File: config.mk
export PLATFORM = sky130hd
export DESIGN_NAME = uart_cmd_ctrl
export DESIGN_NICKNAME = d
export VERILOG_FILES = /design/src/rtl/uart_cmd_ctrl.sv
export SDC_FILE = /design/constraint.sdc
export NUM_CORES = 1
export LEC_CHECK = 0
export ABC_CLOCK_PERIOD_IN_PS = 2400
export BUFFER_PORTS_ARGS = -buffer_cell sky130_fd_sc_hd__buf_4
export CAP_MARGIN = 20
export CORE_UTILIZATION = 50
export CTS_CLUSTER_SIZE = 20
export DETAILED_ROUTE_END_ITERATION = 7
export PLACE_DENSITY = 0.76
export SETUP_SLACK_MARGIN = 0.1
export SLEW_MARGIN = 40
export SYNTH_ARGS = -nofsm -noshare
export SYNTH_HDL_FRONTEND = slang
export SYNTH_SLANG_ARGS = --single-unit
export TNS_END_PERCENT = 1
File: constraint.sdc
create_clock -name clk -period 2.4 [get_ports clk]
set_input_delay 0.12 -clock clk [delete_from_list [all_inputs] [get_ports clk]]
set_output_delay 0.12 -clock clk [all_outputs]
set_load 0.02 [all_outputs]
File: src/rtl/uart_cmd_ctrl.sv
// UART command controller: frames A5 OP A B CHK into an ALU launch,
// then returns the ALU result, with checksum, opcode and timeout errors.
module uart_cmd_ctrl #(
    parameter int CLK_FREQ      = 100_000_000,
    parameter int BAUD_RATE     = 9600,
    parameter int TIMEOUT_BYTES = 3
) (
    input  logic        clk,
    input  logic        rst,
    input  logic [7:0]  rx_data,
    input  logic        rx_done,
    output logic [3:0]  alu_op,
    output logic [15:0] alu_a,
    output logic [15:0] alu_b,
    output logic        alu_start,
    input  logic        alu_done,
    input  logic [15:0] alu_result,
    output logic [15:0] result,
    output logic        result_valid,
    output logic        err_chk,
    output logic        err_op,
    output logic        err_timeout,
    output logic        busy
);
    localparam int TIMEOUT = TIMEOUT_BYTES * 10 * (CLK_FREQ / BAUD_RATE);
    localparam int CW = $clog2(TIMEOUT + 1);
    localparam logic [CW-1:0] LAST = CW'(TIMEOUT - 1);
    localparam logic [7:0] SYNC = 8'hA5;

    typedef enum logic [1:0] {IDLE, COLLECT, CHECK, WAIT_ALU} state_t;

    state_t        state;
    state_t        state_next;
    logic [2:0]    idx;
    logic [CW-1:0] cnt;
    logic [7:0]    frame [6];

    logic chk_bad;
    logic op_bad;
    logic launch;
    logic take_byte;
    logic take_done;
    logic expired;
    logic tmo;

    always_ff @(posedge clk) begin
        if (rst) state <= IDLE;
        else     state <= state_next;
    end

    always_comb begin
        state_next = state;
        unique case (state)
            IDLE:     if (rx_done && rx_data == SYNC) state_next = COLLECT;
            COLLECT:  if (take_byte && idx == 3'd5)   state_next = CHECK;
                      else if (tmo)                   state_next = IDLE;
            CHECK:    if (launch)                     state_next = WAIT_ALU;
                      else                            state_next = IDLE;
            WAIT_ALU: if (take_done || tmo)           state_next = IDLE;
            default:                                  state_next = IDLE;
        endcase
    end

    // A byte or ALU completion on the expiry cycle wins over the timeout.
    always_comb begin
        chk_bad   = (frame[0] ^ frame[1] ^ frame[2] ^ frame[3] ^ frame[4])
                    != frame[5];
        op_bad    = frame[0][7:4] != 4'h0;
        launch    = state == CHECK && !chk_bad && !op_bad;
        take_byte = state == COLLECT && rx_done;
        take_done = state == WAIT_ALU && alu_done && !alu_start;
        expired   = cnt == LAST;
        tmo       = expired &&
                    ((state == COLLECT && !rx_done) ||
                     (state == WAIT_ALU && !take_done));
    end

    assign busy = state != IDLE;

    always_ff @(posedge clk) begin
        if (take_byte) frame[idx] <= rx_data;
    end

    always_ff @(posedge clk) begin
        if (rst) begin
            idx          <= '0;
            cnt          <= '0;
            alu_op       <= '0;
            alu_a        <= '0;
            alu_b        <= '0;
            alu_start    <= 1'b0;
            result       <= '0;
            result_valid <= 1'b0;
            err_chk      <= 1'b0;
            err_op       <= 1'b0;
            err_timeout  <= 1'b0;
        end else begin
            alu_start    <= launch;
            err_chk      <= state == CHECK && chk_bad;
            err_op       <= state == CHECK && !chk_bad && op_bad;
            err_timeout  <= tmo;
            result_valid <= take_done;
            if (launch) begin
                alu_op <= frame[0][3:0];
                alu_a  <= {frame[1], frame[2]};
                alu_b  <= {frame[3], frame[4]};
            end
            if (take_done) result <= alu_result;
            if (take_byte)          idx <= idx + 3'd1;
            else if (state == IDLE) idx <= '0;
            if (state_next != state || take_byte)
                cnt <= '0;
            else if (state == COLLECT || state == WAIT_ALU)
                cnt <= cnt + 1'b1;
        end
    end
endmodule
==> results.toml, run 1 <==
[sta]
hold_violations = 0
setup_viol = 0
period_share = 0.9377
worstMarginPinSlew_ns = 0.5886
rsz0062_at_grt = "yes"
slew_headroom = 0.6076
tns_ns = 0
period_needed_ns = 2.250
worst_clock_skew_ns = 0.01191
fmax_mhz = 444.4
slew_violations = 0

[power_and_ir_drop]
power.total_w = 0.004942
ir_drop_uv = 508.8
p_leak_nw = 2.652
power_density_mw_per_mm2 = 724.7

[floorplan]
initial_utilization = 0.5172
io_pins = 86
die_area_mm2 = 0.01056
die_x_um = 102.8
core_mm2 = 0.009819
die_y_um = 102.8
placementRows = 36

[placement]
hpwl_um = 7448
place_congestion = 0.8863
placement.io_buffers = 85

[critical_path]
cp_data_arrival_time_ns = 2.64
critPathLaunchType = "register"
crit_type = "register to register"
critPathMaxFanout = 14
required_ns = 2.79
endpoint_kind = "register"

[status]
outcome = "finished clean"

[cells_and_area]
multi_input_area_mm2 = 0.001916
seq_area_mm2 = 0.003063
final_common_cell = "buf_4"
mostFrequentLayoutCells = "100 x buf_4, 81 x dfxtp_1, 67 x nor2_1"
drive_above_1_share = 0.2452
nNetsFinal = 593
insertedDiodeCount = 0
n_fill_cell = 714
syn_to_final_growth_pct = 34.27

[yosys]
synthCells = 434
async_flop_share = 0
ys_seq_area_frac = 0.6031
ys_types = 42
yosys-top-cells-area = "dfxtp_1 32%, edfxtp_1 28%, mux2i_1 7.1%, nor2_1 5.0%, xnor2_1 4.0%"
ys_warn_count = 0
synth.avg_cell_area_um2 = 11.70
yosys.area.top_type_share = 0.3193
syn_nets = 465
netlist.top_cell.by_area = "dfxtp_1"
synth_area_mm2 = 0.005079
synth_ff_type = "dfxtp_1"
synth_edf_count = 48
ys_ff_latch = 129

[global_routing]
grt_antenna_before_repair = 0
grt_pass1_vias = 3692
grt_pass1_wl_um = 18030
groute.usage.overall = 0.2306
grt-ovfl-total = 0
grt_max_degree = 45

[cts]
cts_max_level = 4
cts_tree = "yes"
cts_sinks = 129
cts_max_path_buffers = 2
cts-buffers-inserted = 17
clkTransAtPathRegs_ns = 0.06
cts-root-buf = "clkbuf_8"
clk_latency_ns = 0.52

[hold_path]
hold_path.class = "primary input to register"

[job]
cap_viol_max_count = 0

[detailed_routing]
firstDrtPassIters = 5
post_drt_wl_per_cell_um = 16.33
wl_um = 11560
drtAntennaViolNets = 0
vias = 3710
via_per_inst = 5.240
drt_iter0_markers = 172
drc = 0
final cells by class:
type	instances	share of cell area
tap	133	0.02440
clock buffer	17	0.06073
inverter	5	0.002752
timing repair buffer	128	0.1550
sequential	129	0.4492
clock inverter	15	0.02697
multi-input combinational	281	0.2809
metal layers:
metal  GRT usage  part of all wire  up-vias
met4     0.09642             0.017        0
met5           0                 0        -
met2      0.4133              0.53      103
met1      0.2601              0.41     1816
li1            -                 -     1772
met3     0.06034             0.038       19
sequential cells by signal, summed over array words and instances, names as in the netlist:
| register | cells |
|---|---|
| frame | 48 |
| err_chk | 1 |
| alu_b | 16 |
| result | 16 |
| state | 2 |
| cnt | 19 |
| alu_op | 4 |
| result_valid | 1 |
| alu_start | 1 |
| idx | 3 |
| err_op | 1 |
| alu_a | 16 |
| err_timeout | 1 |
cells by family (layout without fill, tap and decap cells):
kind of cell               Yosys count  count (layout)  synth area share
muxes                               36              36           0.07095
AOI/OAI and AO/OA                   29              29           0.03498
and+or+nand+nor                    164             164            0.1547
DFF                                129             129            0.6031
adders and majority gates            3               3          0.007392
buffers and inverters               24             165           0.02267
xor gates and xnor gates            49              49            0.1062
critical path: stages (launching register included):
cell      delay [ns]
edfxtp_1        0.42
xor2_1          0.19
xnor3_1         0.37
nand4_1         0.22
nor3_4          0.28
buf_4           0.18
buf_12          0.17
mux2i_1         0.23
nor2_1          0.05
through the flow:
stage / hold WS [ns] / util / setup WS (ns) / cells / cell area, um2
3_5_place_dp: 0.3728 / 0.6018 / 0.1470 / 646 / 5909
2_1_floorplan: 0.2189 / - / 0.01743 / 434 / 5085
4_1_cts: 0.1428 / 0.6882 / 0.1233 / 703 / 6758
6_report: 0.1322 / 0.6944 / 0.1496 / 708 / 6819
3_3_place_gp: 0.3660 / 0.6018 / 0.2198 / 646 / 5909
5_1_grt: 0.1422 / 0.6944 / 0.03687 / 708 / 6819
worst paths after layout:
| path | cells after the start | end | startpoint | slack (ns) |
|---|---|---|---|---|
| setup reg to reg | 8 | alu_b[7] | frame[3][3] | 0.15 |
| hold reg to reg | 2 | result[4] | result[4] | 0.46 |
| hold / removal | 4 | state[1] | rx_done | 0.13 |
| setup / recovery | 8 | alu_b[7] | frame[3][3] | 0.15 |
synth_stat cells (2+ instances only):
library cell and instances:
dfxtp_1 81, nor2_1 67, edfxtp_1 48, nand2_1 44
mux2i_1 36, xnor2_1 23, a21oi_1 20, xor2_1 18
clkbuf_1 12, nand4_1 8, xnor3_1 8, and3_1 7
inv_1 5, nor3_1 5, nor4_1 5, buf_4 4
nand3_1 4, and4_1 3, ha_1 3, nand2b_1 3
nor4bb_1 3, a31oi_1 2, and3b_1 2, buf_2 2
nand4b_1 2, nor2b_1 2, nor4b_1 2
timing repair:
item                                    4_1_cts  5_1_grt
hold endpoints to repair                     79        0
gates cloned                                  0        1
gates resized for setup                       0        2
hold buffers                                 25        0
setup buffers                                 0        4
endpoints found under the setup margin        9       52
pin swaps                                     1        2
where the power goes:
part           internal, W  leakage, nW  switching [W]
logic            0.0000606         1.28      0.0000558
registers          0.00227         1.08    0.000000221
clock network      0.00159        0.292       0.000965
total              0.00392         2.65        0.00102
(Power assumes the default switching activity.)
==> run 2: changes to the inputs <==
--- a/config.mk
+++ b/config.mk
@@ -5,7 +5,6 @@
 export SDC_FILE = /design/constraint.sdc
 export NUM_CORES = 1
 export LEC_CHECK = 0
-export ABC_CLOCK_PERIOD_IN_PS = 2400
 export BUFFER_PORTS_ARGS = -buffer_cell sky130_fd_sc_hd__buf_4
 export CAP_MARGIN = 20
 export CORE_UTILIZATION = 50
==> constraint.sdc (replaced) <==
create_clock -name clk -period 2 [get_ports clk]
set_input_delay 0.1 -clock clk [delete_from_list [all_inputs] [get_ports clk]]
set_output_delay 0.1 -clock clk [all_outputs]
set_load 0.02 [all_outputs]
==> run 2 against run 1 <==
Compared with the run above:
- the flow now finishes with violations (setup timing)
- non-clock buffer count is 37 higher
- via count is 2.8% higher
- clock skew is 0.0043 ns lower
- clock power is 16% higher
- utilization is 4.1 points higher
- global-route usage is 1.4 points higher
- first-iteration DRC count is 28% lower
- worst hold slack better by 0.031 ns
- sequential cell count stayed put
- sequential share of layout area is 2.5 points lower
- count of clock-buffer cells in the layout is 6 higher
- die area stayed put
==> results.toml, run 2 (synthesized netlist as in run 1, its figures left out) <==
[global_routing]
grt_pass1_wl_um = 18750
grt.busiest_layer = "met2"
groute.usage.overall = 0.2448
grt-ovfl-total = 0
use_met1 = 0.2763
grt_use_met3 = 0.06644
grt_pass1_vias = 3789
grt_antenna_before_repair = 0
grt_max_degree = 48
use_met2 = 0.4410

[sta]
period_share = 1.099
hold_violations = 0
slew_headroom = 0.6208
slew_violations = 0
worstMarginPinSlew_ns = 0.5688
rsz0062_at_grt = "yes"
worst_clock_skew_ns = 0.007603
fmax_mhz = 454.8
setup_viol = 43
setup_slack_ns = -0.1985
period_needed_ns = 2.199
timing.hold.ws_ns = 0.1629

[cts]
cts-buffers-inserted = 17
clk_latency_ns = 0.52
cts_tree = "yes"
cts_max_level = 4
cts_max_path_buffers = 2
cts_sinks = 129
cts-root-buf = "clkbuf_8"
clkTransAtPathRegs_ns = 0.06

[cells_and_area]
stdcell_area_mm2 = 0.007218
drive_above_1_share = 0.3121
mostFrequentLayoutCells = "134 x buf_4, 80 x dfxtp_1, 65 x nor2_1"
reg_top3 = "frame: 48 flops, cnt: 19 flops"
fin_cells = 745
syn_to_final_growth_pct = 42.13
final_common_cell = "buf_4"
insertedDiodeCount = 0
nNetsFinal = 630
final_core_util = 0.7351
top_register = "frame"
largest_reg_flops = 48

[job]
cap_viol_max_count = 0

[placement]
place_congestion = 0.8930
placed_area_mm2 = 0.006168
hpwl_um = 7578
pre_cts_ws_ns = -0.2314
dp.cells = 674
placement.io_buffers = 85

[critical_path]
cp_data_arrival_time_ns = 2.63
critPathMaxFanout = 4
crit_type = "register to register"
critPathBufInv = 2
crit_family = "XOR/XNOR gates"
critPathLaunchType = "register"
required_ns = 2.43
crit_chain = "xor2_1, xnor3_1, nand4_1, nor3_4, buf_6, buf_4, o21ai_1, o31ai_1"
cp_slowest_cell = "edfxtp_1"
endpoint_kind = "register"
slowest_delay_ns = 0.44

[status]
outcome = "complete, but fails checks"
violations = "setup timing"

[detailed_routing]
firstDrtPassIters = 4
drc = 0
via_per_inst = 5.118
vias = 3813
post_drt_wl_per_cell_um = 16.48
wl_um = 12280
drtAntennaViolNets = 0
drt_iter0_markers = 123

[power_and_ir_drop]
power_density_mw_per_mm2 = 807.0
clock_power_share = 0.508
p_int_w = 0.004609
seq_power_share = 0.467
swShare = 0.2087
ir_drop_uv = 693.6
p_comb_frac = 0.025
p_switching_w = 0.001216
p_leak_nw = 2.863

[floorplan]
die_x_um = 102.8
die_y_um = 102.8
initial_utilization = 0.5172
placementRows = 36
core_mm2 = 0.009819
io_pins = 86
die_area_mm2 = 0.01056

[hold_path]
hold_path.class = "primary input to register"
==> run 2: cell count changes in the layout (fill, tap and decap cells not counted), sizes merged <==
cell    before  now
buf        102  140
clkbuf      18   23
bufinv       3    0
clkinv       8    5
==> run 2: worst paths after layout <==
check	start	endpoint	slack, ns	cells after the start
worst max-delay path	frame[0][6]	cnt[0]	-0.20	8
worst min-delay path	alu_done	state[1]	0.16	5
worst max register to register	frame[0][6]	cnt[0]	-0.20	8
worst min register to register	result[3]	result[3]	0.45	2
==> run 2: area by class of cell <==
type / instances / area, um2
Inverter: 5 / 18.77
Fill cell: 664 / 2601
Multi-Input combinational cell: 281 / 2001
Sequential cell: 129 / 3064
Tap cell: 133 / 166.4
Timing Repair Buffer: 165 / 1383
Clock buffer: 23 / 519.2
Clock inverter: 9 / 66.31
==> run 2: worst register-to-register path, cell delays in order (launching register included) <==
cell and delay [ns]:
edfxtp_1 0.44, xor2_1 0.19, xnor3_1 0.40, nand4_1 0.22, nor3_4 0.22, buf_6 0.18
buf_4 0.14, o21ai_1 0.10, o31ai_1 0.23
==> run 2: metrics by stage <==
| stage | total power (W) | TNS, ns |
|---|---|---|
| final | 0.005825 | -6.243 |
| after global routing | 0.005975 | -9.362 |
| after detailed placement | 0.002880 | -6.448 |
| after global placement | 0.002878 | -2.428 |
| after floorplan | 0.002809 | -0.7372 |
| after CTS | 0.005842 | -0.9952 |
==> run 2: repair_timing <==
| action | in CTS | in global routing |
|---|---|---|
| pin swaps | 9 | 4 |
| endpoints found under the hold margin | 76 | 0 |
| buffers inserted | 12 | 0 |
| cloned | 2 | 0 |
| setup endpoints to repair | 41 | 60 |
| hold buffers | 25 | 0 |
| resized for setup | 11 | 6 |
==> run 2: power groups by stage <==
stage	clock [W]	combinational, W	sequential, W
floorplan	0	0.0000320	0.00278
global placement	0	0.000101	0.00278
detailed placement	0	0.000103	0.00278
CTS	0.00298	0.000142	0.00272
global route	0.00310	0.000155	0.00272
finish	0.00296	0.000146	0.00272
==> run 2: routing by layer <==
metal  vias up  share of wire
li1       1843              -
met1      1846           0.40
met2       103           0.54
met5         -              0
met3        21          0.043
met4         0          0.018
